<file path="src/rtl/alu_seq_pkg.sv">
// Shared types for the ALU command sequencer: opcode encoding, packed command
// layout and the issue/wait/hold state machine encoding.
package alu_seq_pkg;

    localparam int DATA_W   = 4;
    localparam int OP_W     = 3;
    localparam int RES_W    = 8;
    localparam int CMD_W    = OP_W + 2 * DATA_W;
    localparam int CMD_A_LSB  = 0;
    localparam int CMD_B_LSB  = CMD_A_LSB + DATA_W;
    localparam int CMD_OP_LSB = CMD_B_LSB + DATA_W;
    localparam int LAT_CNT_W  = 4;

    typedef enum logic [OP_W-1:0] {
        OP_ADD = 3'd0,
        OP_SUB = 3'd1,
        OP_AND = 3'd2,
        OP_OR  = 3'd3,
        OP_XOR = 3'd4,
        OP_NOT = 3'd5,
        OP_SHR = 3'd6,
        OP_SHL = 3'd7
    } alu_op_e;

    typedef struct packed {
        alu_op_e             op;
        logic [DATA_W-1:0]   b;
        logic [DATA_W-1:0]   a;
    } cmd_t;

    typedef enum logic [1:0] {
        ST_IDLE = 2'd0,
        ST_WAIT = 2'd1,
        ST_HOLD = 2'd2
    } seq_state_e;

    // The ALU core takes its two operands packed as {b, a}.
    function automatic logic [2*DATA_W-1:0] cmd_operand(input cmd_t c);
        return {c.b, c.a};
    endfunction

endpackage

</file>
<file path="src/rtl/alu_seq_fifo.sv">
// Synchronous show-ahead FIFO: the head entry is visible on rd_data_o while
// the FIFO is non-empty, so a pop consumes the value presented in that cycle.
module alu_seq_fifo #(
    parameter int DEPTH = 4,
    parameter int WIDTH = 11
) (
    input  logic                       clk,
    input  logic                       rst_n,
    input  logic                       push_i,
    input  logic [WIDTH-1:0]           wr_data_i,
    input  logic                       pop_i,
    output logic [WIDTH-1:0]           rd_data_o,
    output logic [$clog2(DEPTH):0]     count_o,
    output logic                       full_o,
    output logic                       empty_o
);

    localparam int PTR_W = $clog2(DEPTH);
    localparam int CNT_W = PTR_W + 1;

    logic [WIDTH-1:0] mem [DEPTH];
    logic [PTR_W-1:0] wr_ptr_q;
    logic [PTR_W-1:0] rd_ptr_q;
    logic [CNT_W-1:0] count_q;
    logic             do_push;
    logic             do_pop;

    assign full_o    = (count_q == CNT_W'(DEPTH));
    assign empty_o   = (count_q == '0);
    assign count_o   = count_q;
    assign rd_data_o = mem[rd_ptr_q];

    // Guard internally so a careless caller cannot overrun or underrun.
    assign do_push = push_i && !full_o;
    assign do_pop  = pop_i && !empty_o;

    // Storage carries no reset; occupancy is tracked solely by the pointers.
    always_ff @(posedge clk) begin
        if (do_push) begin
            mem[wr_ptr_q] <= wr_data_i;
        end
    end

    // DEPTH is a power of two, so the pointers wrap naturally.
    always_ff @(posedge clk or negedge rst_n) begin
        if (!rst_n) begin
            wr_ptr_q <= '0;
            rd_ptr_q <= '0;
            count_q  <= '0;
        end else begin
            if (do_push) begin
                wr_ptr_q <= wr_ptr_q + 1'b1;
            end
            if (do_pop) begin
                rd_ptr_q <= rd_ptr_q + 1'b1;
            end
            case ({do_push, do_pop})
                2'b10:   count_q <= count_q + 1'b1;
                2'b01:   count_q <= count_q - 1'b1;
                default: count_q <= count_q;
            endcase
        end
    end

endmodule

</file>
<file path="src/rtl/alu_op_sequencer.sv">
// Command front-end for the 4-bit ALU core: queues commands, issues one at a time,
// waits ALU_LAT edges and returns the result. ALU_SEQ_FLAGS_EN adds zero/carry flags.
module alu_op_sequencer
    import alu_seq_pkg::*;
#(
    parameter int FIFO_DEPTH = 4,
    parameter int ALU_LAT    = 2
) (
    input  logic                          clk,
    input  logic                          rst_n,
    input  logic                          in_valid,
    output logic                          in_ready,
    input  logic [CMD_W-1:0]              in_cmd,
    output logic [2*DATA_W-1:0]           alu_operand,
    output logic [OP_W-1:0]               alu_op,
    input  logic [RES_W-1:0]              alu_result,
    output logic                          out_valid,
    input  logic                          out_ready,
    output logic [RES_W-1:0]              out_result,
    output logic [OP_W-1:0]               out_op,
`ifdef ALU_SEQ_FLAGS_EN
    output logic                          out_zero,
    output logic                          out_carry,
`endif
    output logic                          busy,
    output logic [$clog2(FIFO_DEPTH):0]   fifo_count
);

    localparam int CNT_W = $clog2(FIFO_DEPTH) + 1;

    logic [CMD_W-1:0]     fifo_rd_data;
    logic [CNT_W-1:0]     fifo_count_w;
    logic                 fifo_full;
    logic                 fifo_empty;
    logic                 push;
    logic                 pop;
    cmd_t                 head;

    seq_state_e           state_q;
    logic [LAT_CNT_W-1:0] cnt_q;
    logic [2*DATA_W-1:0]  alu_operand_q;
    alu_op_e              alu_op_q;
    logic                 out_valid_q;
    logic [RES_W-1:0]     out_result_q;
    alu_op_e              out_op_q;
`ifdef ALU_SEQ_FLAGS_EN
    logic                 out_zero_q;
    logic                 out_carry_q;
`endif

    assign push = in_valid && in_ready;
    assign pop  = (state_q == ST_IDLE) && !fifo_empty;
    assign head = cmd_t'(fifo_rd_data);

    alu_seq_fifo #(
        .DEPTH (FIFO_DEPTH),
        .WIDTH (CMD_W)
    ) u_fifo (
        .clk       (clk),
        .rst_n     (rst_n),
        .push_i    (push),
        .wr_data_i (in_cmd),
        .pop_i     (pop),
        .rd_data_o (fifo_rd_data),
        .count_o   (fifo_count_w),
        .full_o    (fifo_full),
        .empty_o   (fifo_empty)
    );

    // Issue, wait out the ALU latency, then hold the result until accepted.
    always_ff @(posedge clk or negedge rst_n) begin
        if (!rst_n) begin
            state_q       <= ST_IDLE;
            cnt_q         <= '0;
            alu_operand_q <= '0;
            alu_op_q      <= OP_ADD;
            out_valid_q   <= 1'b0;
            out_result_q  <= '0;
            out_op_q      <= OP_ADD;
`ifdef ALU_SEQ_FLAGS_EN
            out_zero_q    <= 1'b0;
            out_carry_q   <= 1'b0;
`endif
        end else begin
            case (state_q)
                ST_IDLE: begin
                    if (!fifo_empty) begin
                        alu_operand_q <= cmd_operand(head);
                        alu_op_q      <= head.op;
                        cnt_q         <= LAT_CNT_W'(ALU_LAT - 1);
                        state_q       <= ST_WAIT;
                    end
                end
                ST_WAIT: begin
                    if (cnt_q == '0) begin
                        out_result_q <= alu_result;
                        out_op_q     <= alu_op_q;
                        out_valid_q  <= 1'b1;
`ifdef ALU_SEQ_FLAGS_EN
                        out_zero_q   <= (alu_result == '0);
                        out_carry_q  <= alu_result[DATA_W];
`endif
                        state_q      <= ST_HOLD;
                    end else begin
                        cnt_q <= cnt_q - 1'b1;
                    end
                end
                ST_HOLD: begin
                    if (out_ready) begin
                        out_valid_q <= 1'b0;
                        state_q     <= ST_IDLE;
                    end
                end
                default: begin
                    state_q <= ST_IDLE;
                end
            endcase
        end
    end

    assign in_ready    = !fifo_full;
    assign fifo_count  = fifo_count_w;
    assign busy        = (state_q != ST_IDLE) || !fifo_empty;
    assign alu_operand = alu_operand_q;
    assign alu_op      = alu_op_q;
    assign out_valid   = out_valid_q;
    assign out_result  = out_result_q;
    assign out_op      = out_op_q;
`ifdef ALU_SEQ_FLAGS_EN
    assign out_zero    = out_zero_q;
    assign out_carry   = out_carry_q;
`endif

endmodule

</file>
<file path="config.mk">
export PLATFORM = sky130hd
export DESIGN_NAME = alu_op_sequencer
export DESIGN_NICKNAME = d
export VERILOG_FILES = /design/src/rtl/alu_seq_pkg.sv /design/src/rtl/alu_seq_fifo.sv /design/src/rtl/alu_op_sequencer.sv
export SDC_FILE = /design/constraint.sdc
export NUM_CORES = 1
export LEC_CHECK = 0
export ABC_AREA = 1
export CORE_ASPECT_RATIO = 0.6
export CORE_MARGIN = 2
export CORE_UTILIZATION = 39
export CTS_CLUSTER_SIZE = 24
export DETAILED_ROUTE_END_ITERATION = 10
export PLACE_DENSITY = 0.64
export SYNTH_ARGS = -nofsm -noshare
export SYNTH_HDL_FRONTEND = slang
export SYNTH_HIERARCHICAL = 1
export SYNTH_SLANG_ARGS = --single-unit
</file>
<file path="constraint.sdc">
create_clock -name clk -period 4.15 [get_ports clk]
set_input_delay 0.83 -clock clk [delete_from_list [all_inputs] [get_ports clk]]
set_output_delay 0.83 -clock clk [all_outputs]
set_load 0.02 [all_outputs]
</file>
==> impl_results.md <==
- Vias in the first global route: around 2200
- Starting DRT DRC Count: a little under 200
- Adder-Cell Fraction of Synth Area: under 10%
- # resized after CTS: 0
- Row count: 26
- Area Growth Syn to Fin: 24.1%
- Nets: between 400 and 500
- CP Cell Sequence: inv_1 > nand3_1 > inv_1 > inv_1 > nand2_1 > inv_2 > nand2_1 > inv_1 > ha_1 > inv_1 > fa_1 > nand2_1 > nand3_1 > nand2_1 > nand2_1
- Unrepaired setup endpoints after global routing: no
- Final min period: approximately 2700 ps
- Inserted Diodes: 0
- Overall power: between 0.003 and 0.004 W
- Largest family of logic cells by synthesized area: simple AND/OR/NAND/NOR gates
- Reg2reg setup slack: around 1500 ps
- Maximum VDD drop: ~0.3 mV
- Antenna violations before repair: 0
- CTS tree: yes
- Worst Hold Class: reg -> reg
- Routability Congestion: 0.759
- CP startpoint: u_fifo/count_o[0]
- Ys Warns: 6
- DR WL/cell: 14.0 µm
- Remaining DRCs: 0
- Slew margin rel.: approximately 33%
- Synthesized instance count: between 300 and 400
- Routed WL: between 6000 and 7000 µm
- Post-Synth XOR/XNOR Area: less than 1%
- Clock latency at the later pin of the worst-skew pair: roughly 330 ps
- Worst hold slack: between 400 and 500 ps
- Hold_sp: alu_operand[7]
- Avg Cell Area, Syn: 10.8 µm²
- Fin crit share: between 60% and 70%
- Crit. End Element: flip-flop
- First-pass GRT wire length: between 10000 and 15000 µm
- Synth Register Bits: 80
- Max-Cap Viols: 0
- Outcome: complete, no violations
- Grt total ovfl: 0
- First-pass iteration count of the detailed router: 4
- Synth cell types: 25
- Post-synthesis simple-gate area fraction: between 10% and 20%
- Clock root cell: clkbuf_16
- CP arrival: between 2000 and 3000 ps
- I/O Buffers: 50
- Max FO, Critical Path: 17
- Seq/Total Area, Yosys: ~63%
- Slowest-stage cell, CP: dfrtp_1
- Post-synthesis async set-or-reset flop share: between 40 and 50%
- Setup TNS: 0 ps
- CTS max path bufs: 2
- F_max: between 300 and 400 MHz
- Slew Viols, Final: 0
- Initial Utilization: between 40% and 50%
- Clk slew on worst S/H paths: 60 ps
- Setup CP Type: reg -> reg
- Compound-Gate Fraction of Synth Area: 9.10%
- Endpoints failing hold: 0
- P_leak: about 1.9 nW
- CP Data Required Time: around 4400 ps
- Layout Skew: 6.07 ps
- GR Util All Layers: roughly 15%
- Delay of the slowest critical-path stage: about 400 ps
- Reg-to-reg critical path startpoint: u_fifo/count_o[0]
- Worst setup SP type: flip-flop
- Largest net degree at the start of global routing: between 40 and 50
- Hold-fix buffers, CTS: 0
- Clk sinks: 80
- Netlist Area Pre-Place: 3520 µm²
- DIE HEIGHT: just under 80 µm
- Slew @ Worst Pin: 998 ps
- Antenna-violating nets left: 0
- Power Density: roughly 820 nW/µm²
- Total CTS buffers: 9
- Leading register cell type out of synthesis: edfxtp_1
- HPWL Detailed: 4860 µm
- Vias post-DR: between 2000 and 2500
- Post-synthesis mux area share: 0%
- Post-CTS Setup Inserts: 0
- Layout cells sized above 1: 10.5%
- Die X: between 100 and 150 µm
- Via/cell ratio: 4.58
- Number of synthesized flops with an enable pin: between 40 and 50
- I/O pins: a little over 50
- Syn Nets: ~360
- Die ar.: a little under 10000 µm²
- H-tree Lvls: 3
- Endpoints failing setup: 0
- Final core utilization: around 51%
- Floorplan Core Area: a little under 9000 µm²
==> kinds of logic (layout without fill, tap and decap cells) <==
group,count (synthesis),after routing
compound gates,42,42
xor+xnor,2,2
fa+ha+maj,7,7
buf+inv,69,125
flops,80,80
simple gates,126,126
==> worst paths after layout <==
| kind | endpoint | depth (start not counted) |
|---|---|---|
| min in group asynchronous | cnt_q[0] | 1 |
| worst min register to register | alu_operand[7] | 2 |
| max in group asynchronous | alu_op[2] | 1 |
| worst max-delay path | u_fifo/count_o[2] | 15 |
| worst max register to register | u_fifo/count_o[2] | 15 |
| worst min-delay path | alu_operand[7] | 2 |
==> registers in the layout (all words and copies together) (netlist names) <==
name / cells
u_fifo/mem: 44
alu_operand: 8
out_result: 8
cnt_q: 4
alu_op: 3
out_op: 3
u_fifo/count_o: 3
state_q: 2
u_fifo/rd_ptr_q: 2
u_fifo/wr_ptr_q: 2
out_valid: 1
==> through the flow <==
stage | instances | cell area (µm²) | setup WS [ps]
floorplan | 326 | 3520 | 1970
global placement | 478 | 4060 | 1400
detailed placement | 478 | 4060 | 1270
CTS | 494 | 4370 | 1450
global route | 494 | 4370 | 1220
finish | 494 | 4370 | 1480
==> layer usage <==
layer	vias to the layer above	track usage, %	share of wire (%)	wire length [µm]
met5	-	0	0	0
met4	0	4.62	1.1	77
met3	8	5.66	7.7	533
met2	67	19.8	39	2700
met1	1036	23.0	52	3620
li1	1152	-	-	-
==> Yosys cell counts, types with 2 or more instances <==
cell,instances,area share [%]
o21ai_1,2,0.28
inv_1,56,6.0
nand4_1,2,0.36
inv_2,2,0.21
nand2_2,4,0.71
buf_2,2,0.28
dfrtp_1,36,26
nor2_1,12,1.3
nand3_1,8,1.1
ha_1,6,2.1
o211ai_1,22,4.7
buf_6,8,2.6
nand2_1,96,10
o21ai_2,14,3.5
edfxtp_1,44,38
o21ai_0,3,0.43
==> cell type report <==
| cell class | instances | area [µm²] |
|---|---|---|
| fill | 793 | 4280 |
| sequential | 80 | 2220 |
| multi-input combinational | 177 | 975 |
| timing repair buffer | 50 | 495 |
| clock buffer | 11 | 233 |
| inverter | 59 | 224 |
| tap | 112 | 140 |
| clock inverter | 5 | 81.3 |
==> cell usage in the layout, fill, tap and decap left out <==
master,instances
ha_1,6
nand3_4,1
nand4_1,2
bufinv_16,2
buf_2,1
o31ai_1,1
clkinvlp_4,1
inv_4,1
o211ai_1,22
fa_1,1
o21ai_2,14
nor2_4,1
dfrtp_1,36
clkinv_4,1
inv_1,56
clkdlybuf4s50_1,49
inv_2,2
nand3_2,1
nand3_1,8
clkinv_2,1
o21ai_1,2
clkbuf_1,2
nand2_1,96
edfxtp_1,44
xor2_1,1
nand2_2,4
nand2_8,1
clkbuf_16,9
xnor2_1,1
o21ai_0,3
nor2_1,12
==> worst max-delay path, delay by kind of cell, from the launching register on <==
family	cells	cell delay, ps
adder cells (fa/ha/maj)	2	530
buffers and inverters	6	730
flip-flops	1	400
AND/OR/NAND/NOR	7	870
==> report_power, final <==
group / switching, W / internal, W
Sequential: 0.000144 / 0.00111
Combinational: 0.000924 / 0.000566
Clock: 0.000298 / 0.000527
Power figures use the tool's default switching activity.
